File: src/rtl/serial_word_feeder.sv
// rtl/serial_word_feeder.sv - parallel word to MSB-first serial feeder with one-word hold register
// Define PARITY_EN to append an even-parity bit to every frame.
module serial_word_feeder #(
    parameter int   WIDTH      = 8,
    parameter int   GAP_CYCLES = 0,
    parameter logic IDLE_LEVEL = 1'b0
) (
    input  logic             clk,
    input  logic             reset,
    input  logic [WIDTH-1:0] in_data,
    input  logic             in_valid,
    output logic             in_ready,
    output logic             w,
    output logic             w_valid,
    output logic             busy,
    output logic             word_done
);

`ifdef PARITY_EN
    localparam int FRAME_LEN = WIDTH + 1;
`else
    localparam int FRAME_LEN = WIDTH;
`endif
    localparam int          CW       = $clog2(FRAME_LEN + 1);
    localparam logic [3:0]  GAP_LAST = 4'((GAP_CYCLES > 0) ? GAP_CYCLES - 1 : 0);

    typedef enum logic [1:0] {IDLE, SHIFT, GAP} state_t;

    state_t               state;
    logic [FRAME_LEN-1:0] sreg;
    logic [CW-1:0]        bit_cnt;
    logic [WIDTH-1:0]     hold_data;
    logic                 hold_full;
    logic                 ready_en;
    logic [3:0]           gap_cnt;

    logic                 transfer;
    logic                 shift_last;
    logic                 gap_last;
    logic                 load_from_hold;
    logic                 load_direct;
    logic [WIDTH-1:0]     load_word;
    logic [FRAME_LEN-1:0] load_frame;

    function automatic logic [FRAME_LEN-1:0] build_frame(input logic [WIDTH-1:0] d);
`ifdef PARITY_EN
        return {d, ^d};
`else
        return d;
`endif
    endfunction

    assign in_ready = ready_en && !hold_full;
    assign busy     = (state != IDLE) || hold_full;
    assign transfer = in_valid && in_ready;

    // A pending hold word always wins over a bypass; bypass only happens with hold empty.
    always_comb begin
        shift_last     = (state == SHIFT) && (bit_cnt == CW'(FRAME_LEN));
        gap_last       = (state == GAP) && (gap_cnt == GAP_LAST);
        load_from_hold = hold_full && ((state == IDLE) || gap_last ||
                                       (shift_last && (GAP_CYCLES == 0)));
        load_direct    = transfer && (state == IDLE) && !hold_full;
        load_word      = load_from_hold ? hold_data : in_data;
        load_frame     = build_frame(load_word);
    end

    always_ff @(posedge clk or posedge reset) begin
        if (reset) begin
            state     <= IDLE;
            sreg      <= '0;
            bit_cnt   <= '0;
            hold_data <= '0;
            hold_full <= 1'b0;
            ready_en  <= 1'b0;
            gap_cnt   <= '0;
            w         <= IDLE_LEVEL;
            w_valid   <= 1'b0;
            word_done <= 1'b0;
        end else begin
            ready_en  <= 1'b1;
            word_done <= 1'b0;

            // Draining and refilling the hold register in the same cycle keeps it full.
            if (transfer && !load_direct) begin
                hold_data <= in_data;
                hold_full <= 1'b1;
            end else if (load_from_hold) begin
                hold_full <= 1'b0;
            end

            if (load_from_hold || load_direct) begin
                state   <= SHIFT;
                w       <= load_frame[FRAME_LEN-1];
                sreg    <= load_frame << 1;
                bit_cnt <= CW'(1);
                w_valid <= 1'b1;
            end else begin
                case (state)
                    SHIFT: begin
                        if (!shift_last) begin
                            w         <= sreg[FRAME_LEN-1];
                            sreg      <= sreg << 1;
                            bit_cnt   <= bit_cnt + CW'(1);
                            word_done <= (bit_cnt == CW'(FRAME_LEN - 1));
                        end else begin
                            state   <= (GAP_CYCLES > 0) ? GAP : IDLE;
                            gap_cnt <= '0;
                            bit_cnt <= '0;
                            w       <= IDLE_LEVEL;
                            w_valid <= 1'b0;
                        end
                    end
                    GAP: begin
                        if (gap_last) state <= IDLE;
                        else          gap_cnt <= gap_cnt + 4'd1;
                    end
                    default: begin
                        w       <= IDLE_LEVEL;
                        w_valid <= 1'b0;
                    end
                endcase
            end
        end
    end

endmodule

File: config.mk
export PLATFORM = sky130hd
export DESIGN_NAME = serial_word_feeder
export DESIGN_NICKNAME = d
export VERILOG_FILES = /design/src/rtl/serial_word_feeder.sv
export SDC_FILE = /design/constraint.sdc
export NUM_CORES = 1
export LEC_CHECK = 0
export ABC_AREA = 1
export BUFFER_PORTS_ARGS = -buffer_cell sky130_fd_sc_hd__buf_2
export CAP_MARGIN = 20
export CORE_MARGIN = 5
export CORE_UTILIZATION = 45
export DETAILED_ROUTE_END_ITERATION = 8
export SYNTH_ARGS = -nofsm -noshare
export SYNTH_HDL_FRONTEND = slang
export SYNTH_SLANG_ARGS = --single-unit
export TNS_END_PERCENT = 30
File: constraint.sdc
create_clock -name clk -period 2.7 [get_ports clk]
set_input_delay 0.405 -clock clk [delete_from_list [all_inputs] [get_ports clk]]
set_output_delay 0.405 -clock clk [all_outputs]
set_load 0.1 [all_outputs]
==> results of run 1 <==
==> stage by stage <==
stage / instances / utilization / area, um2
4_1_cts: 200 / 0.506 / 1380
6_report: 202 / 0.519 / 1420
2_1_floorplan: 156 / - / 1280
3_3_place_gp: 196 / 0.495 / 1350
3_5_place_dp: 196 / 0.495 / 1350
5_1_grt: 202 / 0.519 / 1420
==> Yosys cell counts (all sizes together) <==
| cell type | n |
|---|---|
| nand2 | 44 |
| nor3 | 1 |
| buf | 6 |
| o21ai | 4 |
| clkinv | 1 |
| ha | 2 |
| conb | 1 |
| dfrtp | 25 |
| nand4 | 18 |
| nor2 | 19 |
| inv | 17 |
| xor2 | 1 |
| nand3 | 17 |
==> final timing paths <==
kind	to	cells after the start	slack, ns	from
worst max register to register	bit_cnt[0]$_DFFE_PP0P_	8	0.98	bit_cnt[0]$_DFFE_PP0P_
worst max-delay path	busy	3	0.49	hold_full$_DFFE_PP0P_
min in group asynchronous	word_done$_DFF_PP0_	3	0.48	reset
worst min-delay path	w$_DFF_PP0_	3	0.30	in_data[7]
worst min register to register	hold_data[7]$_DFFE_PP0P_	2	0.49	hold_data[7]$_DFFE_PP0P_
max in group asynchronous	hold_data[0]$_DFFE_PP0P_	4	1.87	reset
==> worst max-delay path, delay by kind of cell (launching register included) <==
kind / cells / cell delay, ns
AND/OR/NAND/NOR: 1 / 0.13
flip-flops: 1 / 0.61
buffers and inverters: 2 / 0.73
==> per-layer routing <==
layer / wire length (um) / vias to the layer above / global-route usage / part of all wire
li1: - / 534 / - / -
met3: 118 / 5 / 0.0444 / 0.047
met4: 29 / 0 / 0.0390 / 0.012
met5: 0 / - / 0 / 0
met2: 1110 / 25 / 0.191 / 0.44
met1: 1260 / 470 / 0.204 / 0.50
==> layout make-up <==
class / count / area share
multi-input cells: 107 / 0.381
flip-flops and latches: 25 / 0.441
well taps: 31 / 0.0273
repair buffers: 17 / 0.0793
clock inverters: 1 / 0.00529
clock buffers: 3 / 0.0159
inverters: 18 / 0.0511
==> power breakdown <==
group,switching (uW),internal [uW]
Sequential,153,540
Combinational,566,198
Clock,119,56.8
==> registers in the layout (all words and copies together) (netlist names) <==
name / count
hold_data: 8
w_valid: 1
ready_en: 1
word_done: 1
hold_full: 1
bit_cnt: 4
sreg: 7
w: 1
state: 1
==> cell families after synthesis <==
logic type	Yosys count	share of synthesized area
compound gates	4	0.0157
buf+inv	24	0.0872
flops	25	0.490
simple gates	99	0.378
fa+ha+maj	2	0.0196
xor+xnor	1	0.00686
other cells	1	0.00294
==> timing repair <==
item                                    in CTS  in global routing
hold endpoints to repair                     0                  1
setup buffers                                0                  0
hold buffers                                 0                  1
endpoints found under the setup margin       0                  0
==> results.json, run 1 <==
{
  "status": "completed",
  "via_count": 1034,
  "start_util": 0.467,
  "min_period_ns": 2.21,
  "core_um2": 2730,
  "grt_max_degree": 26,
  "final_common_cell": "nand2_1",
  "htree_levels": 1,
  "arrival_ns": 1.80,
  "die_y_um": 63.3,
  "post_cts_resized": 0,
  "path_cells": "inv_1 > nand2_1 > buf_2",
  "clkSinkCount": 25,
  "slowest_stage": "dfrtp_1",
  "seq_area_frac_synth": 0.490,
  "post-route-period-util": 0.818,
  "seqCellArea_um2": 626,
  "slowest_delay_ns": 0.61,
  "clk_pin_slew_ns": 0.15,
  "fin_skew_ns": 0.0103,
  "post-place-ws_ns": 0.889,
  "worstSetupEndpointType": "output port",
  "fin_tns_setup_ns": 0,
  "die_area_um2": 4000,
  "drtAntennaViolNets": 0,
  "dieWidth_um": 63.3,
  "num-fill-cells": 249,
  "synth_top_area_cell": "dfrtp_1",
  "synth_top_area_frac": 0.490,
  "grt_pass1_vias": 950,
  "worst_slack_ns": 0.493,
  "drt_iter0_markers": 53,
  "nNetsFinal": 185,
  "start_kind": "flip-flop",
  "final_cell_mix": "nand2_1 (40), dfrtp_1 (25), nand4_1 (18)",
  "ir_drop_v": 0.000745,
  "syn_area_per_cell_um2": 8.19,
  "critPathRequiredTime_ns": 2.30,
  "rsz0062_at_grt": "false",
  "synth_warnings": 0,
  "drc": 0,
  "rows": 19,
  "place_congestion": 0.858,
  "clkLatencyLatePin_ns": 0.33,
  "yosysUniqueCellTypes": 21,
  "max_freq_mhz": 453,
  "overflow": 0,
  "critPathKind": "flip-flop to output port",
  "netlist_area_um2": 1280,
  "root_buffer": "clkbuf_4",
  "vias_per_cell": 5.12,
  "area_growth_syn_to_layout_pct": 11.2,
  "cap_violations": 0,
  "place_hpwl_um": 1850,
  "synth_fp_nets": 169,
  "finalHoldViolCount": 0,
  "clockBufferDepth": 2,
  "grtUsageTotal": 0.138,
  "routed_wl_um": 2520,
  "drv_slew": 0,
  "p_leak_uw": 0.000779,
  "antenna_cells": 0,
  "multi_input_area_um2": 541,
  "postSynthCellCount": 156,
  "io_buffers": 15,
  "report.final.setup_viol": 0,
  "fin_hold_ws_ns": 0.298,
  "layout-drive-gt1-share": 0.170,
  "hp-class": "input pin to flip-flop",
  "first_pass_iters": 4,
  "grt_pass1_wl_um": 4420,
  "antenna_found_initial": 0,
  "num_io_pins": 16,
  "wl_per_cell_um": 12.5,
  "ys_top_cells_by_area": "dfrtp_1 (49%), nand2_1 (12%), nand4_1 (8.8%)",
  "cellPowerDensity_nw_per_um2": 1150,
  "finalPower_uw": 1630,
  "ys_ff_latch": 25,
  "cts_tree": "done",
  "numCtsBuffers": 3,
  "critPathMaxFanout": 13
}
Power figures use the tool's default switching activity.
==> run 2: changes to the inputs <==
clock period = 2.1 ns   (was 2.7 ns; I/O delays follow)
==> run 2 against run 1 <==
Cell count grew 0.50%. Combinational power grew 39%. Worst hold slack lost 0.28 ns. Critical endpoint is now in_ready. Sequential power is 25% higher.
==> results.json, run 2 (synthesized netlist as in run 1, its figures left out) <==
{
  "core_um2": 2730,
  "max_freq_mhz": 527,
  "slowest_delay_ns": 0.57,
  "clkLatencyLatePin_ns": 0.31,
  "placed_cells": 199,
  "final_common_cell": "nand2_1",
  "num_io_pins": 16,
  "slowest_stage": "dfrtp_1",
  "place_hpwl_um": 1940,
  "place_congestion": 0.803,
  "htree_levels": 1,
  "hp-class": "input pin to asynchronous set/reset pin",
  "routed_wl_um": 2710,
  "start_util": 0.467,
  "grtUsageTotal": 0.143,
  "overflow": 0,
  "fin_cells": 203,
  "critPathKind": "flip-flop to output port",
  "path_buf_inv": 1,
  "start_kind": "flip-flop",
  "min_period_ns": 1.90,
  "final_cell_mix": "nand2_1 (40), dfrtp_1 (25), nand4_1 (18)",
  "first_pass_iters": 4,
  "layout-drive-gt1-share": 0.174,
  "grt_pass1_vias": 1033,
  "antenna_cells": 0,
  "clk_pin_slew_ns": 0.14,
  "wl_per_cell_um": 13.4,
  "antenna_found_initial": 0,
  "finalHoldViolCount": 0,
  "vias_per_cell": 5.25,
  "numCtsBuffers": 3,
  "nNetsFinal": 186,
  "drt_iter0_markers": 62,
  "area_growth_syn_to_layout_pct": 9.70,
  "critPathRequiredTime_ns": 1.78,
  "drc": 0,
  "crit_family": "flip-flops",
  "root_buffer": "clkbuf_4",
  "io_buffers": 15,
  "largest_reg_flops": 8,
  "cellPowerDensity_nw_per_um2": 1530,
  "worstSetupEndpointType": "output port",
  "dieWidth_um": 63.3,
  "arrival_ns": 1.58,
  "report.final.setup_viol": 0,
  "drtAntennaViolNets": 0,
  "cap_violations": 0,
  "largest-register": "hold_data",
  "rsz0062_at_grt": "false",
  "clkSinkCount": 25,
  "fin_tns_setup_ns": 0,
  "post-route-period-util": 0.904,
  "reg_top3": "hold_data: 8 flops, sreg: 7 flops, bit_cnt: 4 flops",
  "drv_slew": 0,
  "fin_skew_ns": 0.0131,
  "critPathMaxFanout": 9,
  "cts_setup_buffers": 0,
  "via_count": 1065,
  "rows": 19,
  "path_cells": "nor2_8 > buf_2",
  "cts_tree": "done",
  "num-fill-cells": 267,
  "p_leak_uw": 0.000777,
  "ir_drop_v": 0.000997,
  "post_cts_resized": 0,
  "die_area_um2": 4000,
  "die_y_um": 63.3,
  "grt_max_degree": 26,
  "status": "completed",
  "clockBufferDepth": 2,
  "grt_pass1_wl_um": 4640,
  "cts_hold_buf": 0
}
[run 2: cell types whose count changed in the layout (fill, tap and decap cells not counted), sizes merged]
cell / change
dlygate4sd3: -1
buf: +2
clkinvlp: -1
clkbuf: +1
[run 2: path summary, 6_finish.rpt]
kind / endpoint / depth (start not counted) / from / slack, ns
worst max-delay path: in_ready / 2 / hold_full$_DFFE_PP0P_ / 0.20
worst min-delay path: sreg[1]$_DFFE_PP0P_ / 3 / reset / 0.02
worst max register to register: bit_cnt[0]$_DFFE_PP0P_ / 8 / bit_cnt[0]$_DFFE_PP0P_ / 0.42
worst min register to register: w_valid$_DFFE_PP0P_ / 2 / w_valid$_DFFE_PP0P_ / 0.49
max in group asynchronous: hold_data[6]$_DFFE_PP0P_ / 3 / reset / 1.83
min in group clk: hold_data[3]$_DFFE_PP0P_ / 3 / in_data[3] / 0.24
[run 2: routing by layer]
layer | GRT usage | part of all wire
met1 | 0.193 | 0.47
met2 | 0.235 | 0.47
met3 | 0.0302 | 0.059
met4 | 0.0312 | 0.0077
met5 | 0 | 0
[run 2: report_power, final]
| group | switching, uW | leakage [uW] | internal (uW) |
|---|---|---|---|
| logic | 786 | 0.000447 | 276 |
| registers | 169 | 0.000315 | 695 |
| clock network | 139 | 0.0000150 | 74.1 |
[run 2: tightest hold or removal path: cells and delay by family]
kind	cells	cell delay [ns]
buffers and inverters	3	0.43
[run 2: per-stage QoR]
step	power [uW]	hold WS, ns	utilization	worst slack (ns)	instance area, um2
detailed placement	1930	0.386	0.503	0.454	1380
global route	2310	0.0386	0.513	0.123	1400
CTS	2150	0.0280	0.513	0.191	1400
global placement	1910	0.383	0.503	0.541	1380
finish	2140	0.0220	0.513	0.202	1400
floorplan	1730	0.342	-	0.444	1280
[run 2: cell type report]
class / instances / area (um2) / area share
Sequential cell: 25 / 626 / 0.446
Multi-Input combinational cell: 107 / 541 / 0.386
Timing Repair Buffer: 18 / 97.6 / 0.0696
Inverter: 18 / 72.6 / 0.0518
Tap cell: 31 / 38.8 / 0.0277
Clock buffer: 4 / 26.3 / 0.0188
==> run 3: changes to the inputs <==
BUFFER_PORTS_ARGS = -buffer_cell sky130_fd_sc_hd__buf_4   (was -buffer_cell sky130_fd_sc_hd__buf_2)
CTS_BUF_LIST = sky130_fd_sc_hd__clkbuf_8   (was unset)
==> run 3 against run 2 <==
Core utilization rose by 1.8 points. Combinational power barely moved. Register-to-register slack barely moved. Routed wire length fell by 3.9%. Critical path depth rose by 1. Cell area rose by 3.5%. Fmax fell by 0.46%.
==> results.json, run 3 (synthesized netlist as in run 1, its figures left out) <==
{
  "status": "completed",
  "start_kind": "flip-flop",
  "path_cells": "inv_1 > nand2_1 > buf_4",
  "numCtsBuffers": 3,
  "drtAntennaViolNets": 0,
  "die_y_um": 63.3,
  "antenna_found_initial": 0,
  "routed_wl_um": 2610,
  "layout-drive-gt1-share": 0.170,
  "min_period_ns": 1.91,
  "cts_tree": "done",
  "antenna_cells": 0,
  "final_common_cell": "nand2_1",
  "critPathKind": "flip-flop to output port",
  "first_pass_iters": 5,
  "place_congestion": 0.815,
  "crit_start": "hold_full$_DFFE_PP0P_",
  "largest_reg_flops": 8,
  "hp-class": "input pin to asynchronous set/reset pin",
  "ir_drop_v": 0.00115,
  "grt_max_degree": 26,
  "final_core_util": 0.530,
  "slowest_stage": "dfrtp_1",
  "worstSetupEndpointType": "output port",
  "grtUsageTotal": 0.139,
  "core_um2": 2730,
  "grt_pass1_vias": 959,
  "final_cell_mix": "nand2_1 (40), dfrtp_1 (25), nand4_1 (18)",
  "net-switching-power_uw": 1090,
  "start_util": 0.467,
  "drc": 0,
  "combinationalPowerShare": 0.483,
  "area_growth_syn_to_layout_pct": 13.5,
  "drv_slew": 0,
  "p_sw_frac": 0.494,
  "slowest_delay_ns": 0.59,
  "htree_levels": 1,
  "root_buffer": "clkbuf_8",
  "io_buffers": 15,
  "dieWidth_um": 63.3,
  "via_count": 1003,
  "clockBufferDepth": 2,
  "reg_top3": "hold_data: 8 flops, sreg: 7 flops, bit_cnt: 4 flops",
  "vias_per_cell": 4.97,
  "max_freq_mhz": 524,
  "p_leak_uw": 0.000796,
  "critPathMaxFanout": 13,
  "post-route-period-util": 0.908,
  "rsz0062_at_grt": "false",
  "drt_iter0_markers": 25,
  "arrival_ns": 1.59,
  "cts_hold_buf": 0,
  "reg2reg_from": "bit_cnt[0]$_DFFE_PP0P_",
  "post_cts_resized": 0,
  "largest-register": "hold_data",
  "intPower_uw": 1120,
  "overflow": 0,
  "nNetsFinal": 185,
  "p_clk_frac": 0.125,
  "clk_pin_slew_ns": 0.08,
  "cap_violations": 0,
  "clkLatencyLatePin_ns": 0.26,
  "rows": 19,
  "grt_pass1_wl_um": 4550,
  "die_area_um2": 4000,
  "cellPowerDensity_nw_per_um2": 1520,
  "fin_skew_ns": 0.00291,
  "path_buf_inv": 2,
  "wl_per_cell_um": 12.9,
  "power_frac_seq": 0.393,
  "report.final.setup_viol": 0,
  "place_hpwl_um": 1920,
  "cts_setup_buffers": 0,
  "fin_tns_setup_ns": 0,
  "num_io_pins": 16,
  "critPathRequiredTime_ns": 1.78,
  "finalHoldViolCount": 0,
  "crit_family": "flip-flops",
  "clkSinkCount": 25
}
-- run 3: final cells by class --
class                           instances  area [um2]
Clock buffer                            3        41.3
Clock inverter                          1        3.75
Fill cell                             265        1280
Inverter                               18        72.6
Multi-Input combinational cell        107         541
Sequential cell                        25         626
Tap cell                               31        38.8
Timing Repair Buffer                   17         128
-- run 3: metrics by stage --
| stage | setup WS, ns | power, uW | hold WS, ns | instance area (um2) | std cells |
|---|---|---|---|---|---|
| after floorplan | 0.444 | 1730 | 0.342 | 1280 | 156 |
| after global placement | 0.528 | 1930 | 0.389 | 1410 | 198 |
| after detailed placement | 0.428 | 1950 | 0.393 | 1410 | 198 |
| after CTS | 0.196 | 2220 | 0.102 | 1450 | 202 |
| after global routing | 0.126 | 2390 | 0.119 | 1450 | 202 |
| final | 0.193 | 2210 | 0.0935 | 1450 | 202 |
-- run 3: power by group through the flow --
| stage | Clock, uW | Sequential (uW) | Combinational (uW) |
|---|---|---|---|
| after CTS | 282 | 866 | 1080 |
| after detailed placement | 0 | 871 | 1080 |
| after global placement | 0 | 871 | 1060 |
| final | 275 | 867 | 1070 |
| after floorplan | 0 | 979 | 753 |
| after global routing | 308 | 896 | 1180 |
-- run 3: worst min-delay path: stages --
cell and delay, ns:
buf_4 0.10, inv_1 0.04, buf_4 0.30
-- run 3: metal layers --
layer | vias up | routed length, um | track usage
met5 | - | 0 | 0
met1 | 444 | 1340 | 0.211
met3 | 4 | 94 | 0.0320
met2 | 22 | 1130 | 0.191
li1 | 533 | - | -
met4 | 0 | 34 | 0.0519
-- run 3: path summary, 6_finish.rpt --
path                                            end  slack [ns]  cells past startpoint
setup / recovery                               busy        0.19                      3
hold / removal                  sreg[1]$_DFFE_PP0P_        0.09                      3
setup reg to reg             bit_cnt[0]$_DFFE_PP0P_        0.41                      8
hold reg to reg            hold_data[7]$_DFFE_PP0P_        0.48                      2
max in group asynchronous  hold_data[6]$_DFFE_PP0P_        1.77                      3
min in group clk                        w$_DFF_PP0_        0.28                      3
